[src/rtl/div_ctrl_if.sv]
//------------------------------------------------------------------------------
// Module   : div_ctrl_if
// Brief    : EX-stage request/response bundle for the multi-cycle divider.
// Revision : 1.0 - initial release
//------------------------------------------------------------------------------
`default_nettype none

interface div_ctrl_if #(
   parameter int DATA_W = 32
);
   logic                  start;
   logic                  signed_div;
   logic                  annul;
   logic [DATA_W-1:0]     opdata1;
   logic [DATA_W-1:0]     opdata2;
   logic                  stall;
   logic                  ready;
   logic [2*DATA_W-1:0]   result;

   modport master (
      output start, signed_div, annul, opdata1, opdata2,
      input  stall, ready, result
   );

   modport slave (
      input  start, signed_div, annul, opdata1, opdata2,
      output stall, ready, result
   );
endinterface

`default_nettype wire

[src/rtl/div_ctrl.sv]
//------------------------------------------------------------------------------
// Module   : div_ctrl
// Brief    : Radix-2 restoring DIV/DIVU sequencer producing {HI, LO} = {rem, quo}.
// Revision : 1.0 - initial release
//------------------------------------------------------------------------------
`default_nettype none

module div_ctrl #(
   parameter int DATA_W = 32,
   parameter int CNT_W  = 6
) (
   input  logic        clk,
   input  logic        resetn,
   div_ctrl_if.slave   bus
);

   typedef enum logic [1:0] {
      S_IDLE    = 2'd0,
      S_DIVZERO = 2'd1,
      S_BUSY    = 2'd2,
      S_DONE    = 2'd3
   } state_t;

   localparam logic [CNT_W-1:0] c_last_cnt = CNT_W'(DATA_W - 1);

   state_t                r_state;
   state_t                w_next;

   logic [DATA_W-1:0]     r_rem;
   logic [DATA_W-1:0]     r_quo;
   logic [DATA_W-1:0]     r_div;
   logic [CNT_W-1:0]      r_cnt;
   logic                  r_signed;
   logic                  r_sign_q;
   logic                  r_sign_r;
   logic                  r_ready;
   logic [2*DATA_W-1:0]   r_result;

   logic                  w_zero;
   logic [DATA_W-1:0]     w_op1_abs;
   logic [DATA_W-1:0]     w_op2_abs;
   logic [DATA_W:0]       w_shift;
   logic [DATA_W:0]       w_diff;
   logic                  w_ge;
   logic [DATA_W-1:0]     w_quo_fix;
   logic [DATA_W-1:0]     w_rem_fix;

   assign w_zero    = (bus.opdata2 == '0);
   assign w_op1_abs = (bus.signed_div && bus.opdata1[DATA_W-1]) ? -bus.opdata1 : bus.opdata1;
   assign w_op2_abs = (bus.signed_div && bus.opdata2[DATA_W-1]) ? -bus.opdata2 : bus.opdata2;

   // w_shift < 2*divisor, so the (DATA_W+1)-bit difference never overflows its sign bit
   assign w_shift = {r_rem, r_quo[DATA_W-1]};
   assign w_diff  = w_shift - {1'b0, r_div};
   assign w_ge    = ~w_diff[DATA_W];

   assign w_quo_fix = (r_signed && r_sign_q) ? -r_quo : r_quo;
   assign w_rem_fix = (r_signed && r_sign_r) ? -r_rem : r_rem;

   assign bus.stall  = bus.start & ~r_ready & ~bus.annul;
   assign bus.ready  = r_ready;
   assign bus.result = r_result;

   always_ff @(posedge clk or negedge resetn) begin
      if (!resetn) begin
         r_state <= S_IDLE;
      end else begin
         r_state <= w_next;
      end
   end

   always_comb begin
      w_next = r_state;
      if (bus.annul) begin
         w_next = S_IDLE;
      end else begin
         case (r_state)
            S_IDLE: begin
               if (bus.start) begin
                  w_next = w_zero ? S_DIVZERO : S_BUSY;
               end
            end
            S_BUSY: begin
               if (r_cnt == c_last_cnt) begin
                  w_next = S_DONE;
               end
            end
            S_DIVZERO: begin
               w_next = S_DONE;
            end
            S_DONE: begin
               if (!bus.start) begin
                  w_next = S_IDLE;
               end
            end
            default: begin
               w_next = S_IDLE;
            end
         endcase
      end
   end

   always_ff @(posedge clk or negedge resetn) begin
      if (!resetn) begin
         r_rem    <= '0;
         r_quo    <= '0;
         r_div    <= '0;
         r_cnt    <= '0;
         r_signed <= 1'b0;
         r_sign_q <= 1'b0;
         r_sign_r <= 1'b0;
         r_ready  <= 1'b0;
         r_result <= '0;
      end else if (bus.annul) begin
         r_ready  <= 1'b0;
         r_result <= '0;
      end else begin
         case (r_state)
            S_IDLE: begin
               if (bus.start) begin
                  // A zero divisor clears everything so the DONE fixup yields 0
                  r_rem    <= '0;
                  r_cnt    <= '0;
                  r_div    <= w_zero ? '0 : w_op2_abs;
                  r_quo    <= w_zero ? '0 : w_op1_abs;
                  r_signed <= bus.signed_div & ~w_zero;
                  r_sign_q <= bus.opdata1[DATA_W-1] ^ bus.opdata2[DATA_W-1];
                  r_sign_r <= bus.opdata1[DATA_W-1];
               end
            end
            S_BUSY: begin
               r_rem <= w_ge ? w_diff[DATA_W-1:0] : w_shift[DATA_W-1:0];
               r_quo <= {r_quo[DATA_W-2:0], w_ge};
               r_cnt <= r_cnt + 1'b1;
            end
            S_DONE: begin
               if (bus.start) begin
                  r_ready  <= 1'b1;
                  r_result <= {w_rem_fix, w_quo_fix};
               end else begin
                  r_ready  <= 1'b0;
                  r_result <= '0;
               end
            end
            default: begin
               r_ready <= r_ready;
            end
         endcase
      end
   end

endmodule

`default_nettype wire

[src/flat_wrapper.sv]
// flat-port wrapper written by rule: the top's interface ports become plain ports
module div_ctrl_flat 
#(
   parameter int DATA_W = 32,
   parameter int CNT_W  = 6
)
  (clk, resetn, bus_start, bus_signed_div, bus_annul, bus_opdata1, bus_opdata2, bus_stall, bus_ready, bus_result);
  div_ctrl_if #(.DATA_W(DATA_W)) bus_i ();
  input  logic clk;
  input  logic resetn;
  input wire logic [$bits(bus_i.start)-1:0] bus_start;
  input wire logic [$bits(bus_i.signed_div)-1:0] bus_signed_div;
  input wire logic [$bits(bus_i.annul)-1:0] bus_annul;
  input wire logic [$bits(bus_i.opdata1)-1:0] bus_opdata1;
  input wire logic [$bits(bus_i.opdata2)-1:0] bus_opdata2;
  output wire logic [$bits(bus_i.stall)-1:0] bus_stall;
  output wire logic [$bits(bus_i.ready)-1:0] bus_ready;
  output wire logic [$bits(bus_i.result)-1:0] bus_result;
  assign bus_i.start = bus_start;
  assign bus_i.signed_div = bus_signed_div;
  assign bus_i.annul = bus_annul;
  assign bus_i.opdata1 = bus_opdata1;
  assign bus_i.opdata2 = bus_opdata2;
  assign bus_stall = bus_i.stall;
  assign bus_ready = bus_i.ready;
  assign bus_result = bus_i.result;
  div_ctrl #(.DATA_W(DATA_W), .CNT_W(CNT_W)) u_core (.clk(clk), .resetn(resetn), .bus(bus_i));
endmodule
[config.mk]
export PLATFORM = sky130hd
export DESIGN_NAME = div_ctrl_flat
export DESIGN_NICKNAME = d
export VERILOG_FILES = /design/src/rtl/div_ctrl_if.sv /design/src/rtl/div_ctrl.sv /design/src/flat_wrapper.sv
export SDC_FILE = /design/constraint.sdc
export NUM_CORES = 1
export LEC_CHECK = 0
export BUFFER_PORTS_ARGS = -buffer_cell sky130_fd_sc_hd__buf_2
export CORE_UTILIZATION = 54
export DETAILED_ROUTE_END_ITERATION = 7
export GPL_ROUTABILITY_DRIVEN = 0
export PLACE_DENSITY = 0.82
export SLEW_MARGIN = 20
export SYNTH_ARGS = -nofsm -noshare
export SYNTH_HDL_FRONTEND = slang
export SYNTH_SLANG_ARGS = --single-unit
[constraint.sdc]
create_clock -name clk -period 3.1 [get_ports clk]
set_input_delay 0.62 -clock clk [delete_from_list [all_inputs] [get_ports clk]]
set_output_delay 0.62 -clock clk [all_outputs]
set_load 0.01 [all_outputs]
==> flow_summary.yaml, run 1 <==
outcome:
  status: "complete, but fails checks"
  violations: "design-rule violations"
global_routing:
  use_met2_pct: 40.5
  grt_usage_pct: 27.8
  grt_overflow: 0
  grtUsageMet3_pct: 4.73
  grt_pass1_vias: 9638
  grt_max_degree: 66
  grt_util_met1_pct: 42.2
  grt_pass1_wl_mm: 48.0
  top_usage_layer: "met1"
  antenna_found_initial: 0
synth:
  ys_types: 61
  synth_area_um2: 11200
  ys_warn_count: 0
  synth_edf_count: 0
  synth.yosys.seq_area_share_pct: 38.5
  post_synth.cell_area_avg_um2: 8.40
  ys.flop_type: "dfrtp_1"
  async_reset_ff_share_pct: 100
  synth_cells: 1330
  ys_ff_latch: 172
  synth_fp_nets: 1440
floorplan:
  die_width_um: 146
  core-area_um2: 20200
  dieArea_um2: 21300
  initial_core_util_pct: 55.2
  die_h_um: 146
  rows: 52
  ios: 135
sta:
  fmax_mhz: 325
  finClkSkew_ps: 10.4
  worstMarginPinSlew_ps: 842
  hold_viol: 0
  slew_headroom_pct: 43.9
  period_minus_slack_ps: 3070
  period_share_pct: 99.2
  rsz0062_at_grt: "yes"
  setup_violations: 0
  hold_ws_ps: 156
  maxSlewViolCount: 0
worst_setup_path:
  rrSetupSlack_ps: 30
  critical_path.startpoint: "u_core.r_rem[13]"
  reg2reg_to: "u_core.bus.result[61]"
  startpoint_type: "register"
  cp_max_fo: 3
  crit_family: "simple AND/OR/NAND/NOR gates"
  worstPathRequired_ps: 3400
  cp-endpoint: "u_core.bus.result[61]"
  r2r-start: "u_core.r_rem[13]"
  worst-path-stages: 9
  cp.buffers_inverters: 0
  reg2reg_depth: 9
  worstPathCellList: "or4_4 > or3_4 > nor3_4 > nand2_2 > or3_4 > or4_4 > o31ai_4 > xor2_1 > o21ai_1"
  slowest_stage: "or4_4"
  worst-setup-path-type: "reg2reg"
  crit_arrival_ps: 3370
  cp-end-kind: "register"
  crit_path_max_incr_delay_ps: 550
cts:
  clk_latency_ps: 440
  clk_pin_slew_ps: 70
  clk_path_buf_depth: 2
  hold_buffers: 0
  cts-root-buf: "clkbuf_16"
  clkSinkCount: 172
  cts_made_buffers: 17
  htreeDepth: 4
  cts_tree: "yes"
power:
  seqPwrFrac_pct: 25.9
  combPwrFrac_pct: 58.8
  p_per_area_nw_per_um2: 1040
  switchingPower_uw: 6270
  power_leakage_uw: 0.00613
  worst_ir_drop_vdd_v: 0.000606
  power.share.switching_pct: 45.2
  p_clk_share_pct: 15.3
  intPower_uw: 7610
placement:
  io_buffers: 134
  hpwl_mm: 22.0
routing:
  ant_nets: 0
  vias: 10600
  drtIter0Drc: 1066
  firstDrtPassIters: 8
  viasPerCell: 5.98
  avgRoutedWirePerCell_um: 17.0
  wl_mm: 30.3
  drc: 2
finish:
  drive_gt1_share_pct: 19.1
  fin_util_pct: 66.1
  area_growth_pct: 19.7
  fin_nets: 1605
  diodes: 0
run:
  cap_violations: 0
hold_path:
  hp-class: "in2async"
## power by group through the flow
stage	clock network, µW	logic [µW]	registers (µW)
3_5_place_dp	0	7150	3590
2_1_floorplan	0	4710	3370
5_1_grt	2240	8850	3670
4_1_cts	2140	7290	3550
6_report	2130	8160	3590
3_3_place_gp	0	6960	3550
## synth_stat cells (15+ instances only)
master | count | share of area, %
nor2_1 | 56 | 1.9
dfrtp_1 | 172 | 39
xor2_1 | 78 | 6.1
inv_1 | 53 | 1.8
a22oi_1 | 26 | 1.7
nand3_1 | 36 | 1.6
clkbuf_1 | 72 | 2.4
o311ai_0 | 15 | 1.2
xnor2_1 | 66 | 5.2
a21oi_1 | 76 | 3.4
nand2_1 | 194 | 6.5
ha_1 | 40 | 4.5
nor4_1 | 22 | 1.2
o31ai_1 | 22 | 1.5
o21ai_0 | 190 | 8.5
nor3_1 | 19 | 0.85
## how the worst min path moves through the flow
stage / to / start / slack (ps)
2_1_floorplan: u_core.bus.ready / resetn / 320
3_3_place_gp: u_core.bus.result[15] / u_core.bus.result[15] / 450
3_5_place_dp: u_core.bus.result[24] / u_core.bus.result[24] / 460
4_1_cts: u_core.bus.result[43] / resetn / 170
5_1_grt: u_core.bus.result[44] / resetn / 210
6_report: u_core.bus.result[43] / resetn / 160
## per-layer routing
layer	vias to the layer above	share of wire [%]
li1	5082	-
met1	5035	47
met2	467	43
met3	49	8.1
met4	0	1.6
met5	-	0
## registers in the layout, indices dropped and copies added, names as in the netlist
register	flops
u_core.r_div	32
u_core.bus.result	64
u_core.r_cnt	6
u_core.bus.ready	1
u_core.r_sign_r	1
u_core.r_state	2
u_core.r_signed	1
u_core.r_sign_q	1
u_core.r_quo	32
u_core.r_rem	32
## cells in the final DEF, fill, tap and decap left out, drive strengths merged, types with 24 or more instances in the layout
| master | synthesis | final |
|---|---|---|
| buf | 1 | 217 |
| nand2 | 195 | 195 |
| o21ai | 192 | 192 |
| dfrtp | 172 | 172 |
| xor2 | 78 | 78 |
| a21oi | 76 | 76 |
| xnor2 | 66 | 66 |
| nor2 | 56 | 56 |
| inv | 53 | 55 |
| ha | 40 | 40 |
| nand3 | 36 | 36 |
| a22oi | 26 | 26 |
| o31ai | 24 | 24 |
| clkbuf | 72 | 24 |
## cells by family (layout without fill, tap and decap cells)
| kind of cell | Yosys count | in the layout | share of synthesized area, % |
|---|---|---|---|
| AND/OR/NAND/NOR | 426 | 426 | 18.3 |
| XOR/XNOR | 144 | 144 | 11.3 |
| flip-flops | 172 | 172 | 38.5 |
| multiplexers | 6 | 6 | 0.537 |
| AO/OA/AOI/OAI | 415 | 415 | 22.5 |
| adder cells (fa/ha/maj) | 41 | 41 | 4.66 |
| buffers and inverters | 126 | 304 | 4.23 |
## per-stage QoR
stage	worst slack (ps)	setup TNS, ps	total power [µW]	area [µm²]	instances
6_report	26.1	0	13900	13400	1778
5_1_grt	-63.6	-373	14800	13400	1778
4_1_cts	5.88	0	13000	13100	1763
3_5_place_dp	-7.20	-7.20	10700	12500	1730
3_3_place_gp	69.4	0	10500	12500	1730
2_1_floorplan	39.3	0	8080	11200	1330
## what timing repair did
item / CTS / global route
endpoints found under the setup margin: 3 / 35
setup buffers: 1 / 11
pin swaps: 1 / 11
gates cloned: 0 / 4
gates resized for setup: 2 / 28
endpoints found under the hold margin: 0 / 0
## cell type report
| class | count | area, µm² |
|---|---|---|
| well taps | 270 | 338 |
| fillers | 1607 | 6860 |
| flip-flops and latches | 172 | 4300 |
| clock buffers | 22 | 484 |
| repair buffers | 219 | 1430 |
| inverters | 53 | 199 |
| clock inverters | 10 | 105 |
| multi-input cells | 1032 | 6510 |
Power figures use the tool's default switching activity.
==> run 2, diff against run 1 <==
--- a/config.mk
+++ b/config.mk
@@ -5,8 +5,9 @@
 export SDC_FILE = /design/constraint.sdc
 export NUM_CORES = 1
 export LEC_CHECK = 0
+export ABC_AREA = 1
 export BUFFER_PORTS_ARGS = -buffer_cell sky130_fd_sc_hd__buf_2
-export CORE_UTILIZATION = 54
+export CORE_UTILIZATION = 55
 export DETAILED_ROUTE_END_ITERATION = 7
 export GPL_ROUTABILITY_DRIVEN = 0
 export PLACE_DENSITY = 0.82
==> constraint.sdc (replaced) <==
create_clock -name clk -period 2.6 [get_ports clk]
set_input_delay 0.52 -clock clk [delete_from_list [all_inputs] [get_ports clk]]
set_output_delay 0.52 -clock clk [all_outputs]
set_load 0.01 [all_outputs]
==> run 2 against run 1 <==
The flow still finishes with violations (design-rule violations). Combinational power increased by 6.4%. Global-route usage increased by 5.5 points. Synthesized area increased by 17%. Die area increased by 15%. Count of clock-buffer cells in the layout decreased by 3. Final cell count increased by 42%. Sequential power increased by 19%. Synthesized cell count increased by 54%. Worst hold slack got worse by 97 ps. Largest cell class unchanged.
==> flow_summary.yaml, run 2 <==
sta:
  rsz0062_at_grt: "no"
  worstMarginPinSlew_ps: 677
  fin_setup_tns_ps: 0
  setup_violations: 0
  hold_viol: 0
  period_minus_slack_ps: 2440
  fin_ws_ps: 160
  period_share_pct: 93.8
  fmax_mhz: 410
  slew_headroom_pct: 54.9
  maxSlewViolCount: 0
  finClkSkew_ps: 13.4
  hold_ws_ps: 58.5
synth:
  ys_warn_count: 0
  synth_area_um2: 13100
  synth.yosys.seq_area_share_pct: 32.9
  ys_types: 48
  synth.most_common_cell: "nand2_1"
  async_reset_ff_share_pct: 100
  ys.flop_type: "dfrtp_1"
  ys_ff_latch: 172
  synth_top_area_share_pct: 32.9
  synth_edf_count: 0
  yosysTopAreaCell: "dfrtp_1"
  synth_common_cells: "nand2_1 (698), inv_1 (280), nor2_1 (197)"
  synth_fp_nets: 2162
  synth_area_leaders: "dfrtp_1 (33%), nand2_1 (20%), inv_1 (8.0%)"
  synth_cells: 2052
  post_synth.cell_area_avg_um2: 6.38
routing:
  drtIter0Drc: 1334
  viasPerCell: 5.60
  vias: 14100
  wl_mm: 39.8
  drc: 2
  firstDrtPassIters: 8
  ant_nets: 0
  avgRoutedWirePerCell_um: 15.8
floorplan:
  rows: 56
  dieArea_um2: 24400
  die_h_um: 156
  initial_core_util_pct: 56.0
  die_width_um: 156
  ios: 135
  core-area_um2: 23400
placement:
  dpl.cell_count: 2489
  post_dp_cell_area_um2: 14300
  dp_slack_ps: 38.7
  io_buffers: 134
  hpwl_mm: 31.1
hold_path:
  hp-class: "in2async"
global_routing:
  grt_max_degree: 67
  grt_pass1_vias: 12900
  grtUsageMet3_pct: 5.73
  antenna_found_initial: 1
  grt_util_met1_pct: 40.7
  top_usage_layer: "met2"
  use_met2_pct: 54.9
  grt_usage_pct: 33.2
  grt_overflow: 0
  grt_pass1_wl_mm: 63.6
cts:
  clk_pin_slew_ps: 70
  hold_buffers: 0
  cts_made_buffers: 17
  clkSinkCount: 172
  clk_latency_ps: 440
  cts-root-buf: "clkbuf_16"
  clk_path_buf_depth: 2
  htreeDepth: 4
  cts_tree: "yes"
finish:
  final_common_cell: "nand2_1"
  nFillCells: 2161
  design_area_um2: 14900
  mostFrequentLayoutCells: "nand2_1 (698), inv_1 (280), nor2_1 (195)"
  fin_cells: 2523
  fin_nets: 2300
  largest_reg_flops: 64
  drive_gt1_share_pct: 11.3
  area_growth_pct: 13.6
power:
  power_leakage_uw: 0.00818
  worst_ir_drop_vdd_v: 0.000771
  p_per_area_nw_per_um2: 1040
worst_setup_path:
  startpoint_type: "register"
  worstPathCellList: "ha_1 > fa_1 > inv_1 > nand2_1 > nand2_1 > nand3_1 > nand2_2 > nand2_2 > nand2_2 > nand2_4 > nand3_2 > buf_4 > nand3_1 > nand3_1 > nand2_1"
  cp_max_fo: 8
  worstPathRequired_ps: 2930
  r2r-start: "u_core.r_div[0]"
  crit_arrival_ps: 2770
  crit_family: "simple AND/OR/NAND/NOR gates"
  worst-setup-path-type: "reg2reg"
  cp-end-kind: "register"
  crit_path_max_incr_delay_ps: 400
  slowest_stage: "fa_1"
  cp.buffers_inverters: 2
  critical_path.startpoint: "u_core.r_div[0]"
outcome:
  status: "complete, but fails checks"
  violations: "design-rule violations"
run:
  cap_violations: 0
## run 2: changes by cell type after synthesis, moves of 38 or more
| cell | delta |
|---|---|
| nor2_1 | +141 |
| inv_1 | +227 |
| nand3_1 | +123 |
| nand2_1 | +504 |
| xor2_1 | -41 |
| o21ai_0 | -61 |
| clkbuf_1 | -38 |
| xnor2_1 | -48 |
## run 2: per-layer routing
layer	share of wire [%]	routed length (µm)
met5	0	0
met4	6.4	2540
met3	7.9	3140
met1	40	15900
met2	46	18200
## run 2: power by group
| part | switching [µW] | total [µW] | internal, µW |
|---|---|---|---|
| sequential | 746 | 4270 | 3530 |
| clock | 1190 | 2560 | 1370 |
| combinational | 5860 | 8680 | 2820 |
| total | 7790 | 15500 | 7720 |
## run 2: worst paths after layout
kind	cells after the start	slack [ps]	end
max reg2reg	15	160	u_core.r_rem[7]
min reg2reg	2	480	u_core.bus.result[57]
min	1	60	u_core.r_div[18]
min in group clk	3	370	u_core.r_sign_r
max	15	160	u_core.r_rem[7]
max in group asynchronous	2	1800	u_core.r_div[23]
## run 2: what timing repair did
item	4_1_cts	5_1_grt
endpoints found under the hold margin	0	0
endpoints found under the setup margin	0	36
buffers inserted	0	1
resized for setup	0	7
## run 2: logic make-up (layout without fill, tap and decap cells)
logic type / Yosys count / count (layout) / share of synthesized area [%]
AOI/OAI and AO/OA: 282 / 282 / 12.4
xor gates and xnor gates: 55 / 55 / 3.68
adders and majority gates: 41 / 41 / 3.97
buffers and inverters: 347 / 498 / 10.3
DFF: 172 / 172 / 32.9
other: 0 / 1 / 0
and+or+nand+nor: 1155 / 1155 / 36.8
## run 2: area by class of cell
type                    count  area (µm²)  area share, %
repair buffers            172         995           6.68
inverters                 294        1100           7.41
multi-input cells        1533        7500           50.4
clock buffers              19         433           2.91
clock inverters            13         151           1.02
well taps                 319         399           2.68
flip-flops and latches    172        4300           28.9
diodes                      1        2.50         0.0168
## run 2: metrics by stage
stage | utilization, % | total power, µW
floorplan | - | 10200
global placement | 60.9 | 12400
detailed placement | 60.9 | 12600
CTS | 63.4 | 15300
global route | 63.6 | 16700
finish | 63.6 | 15500
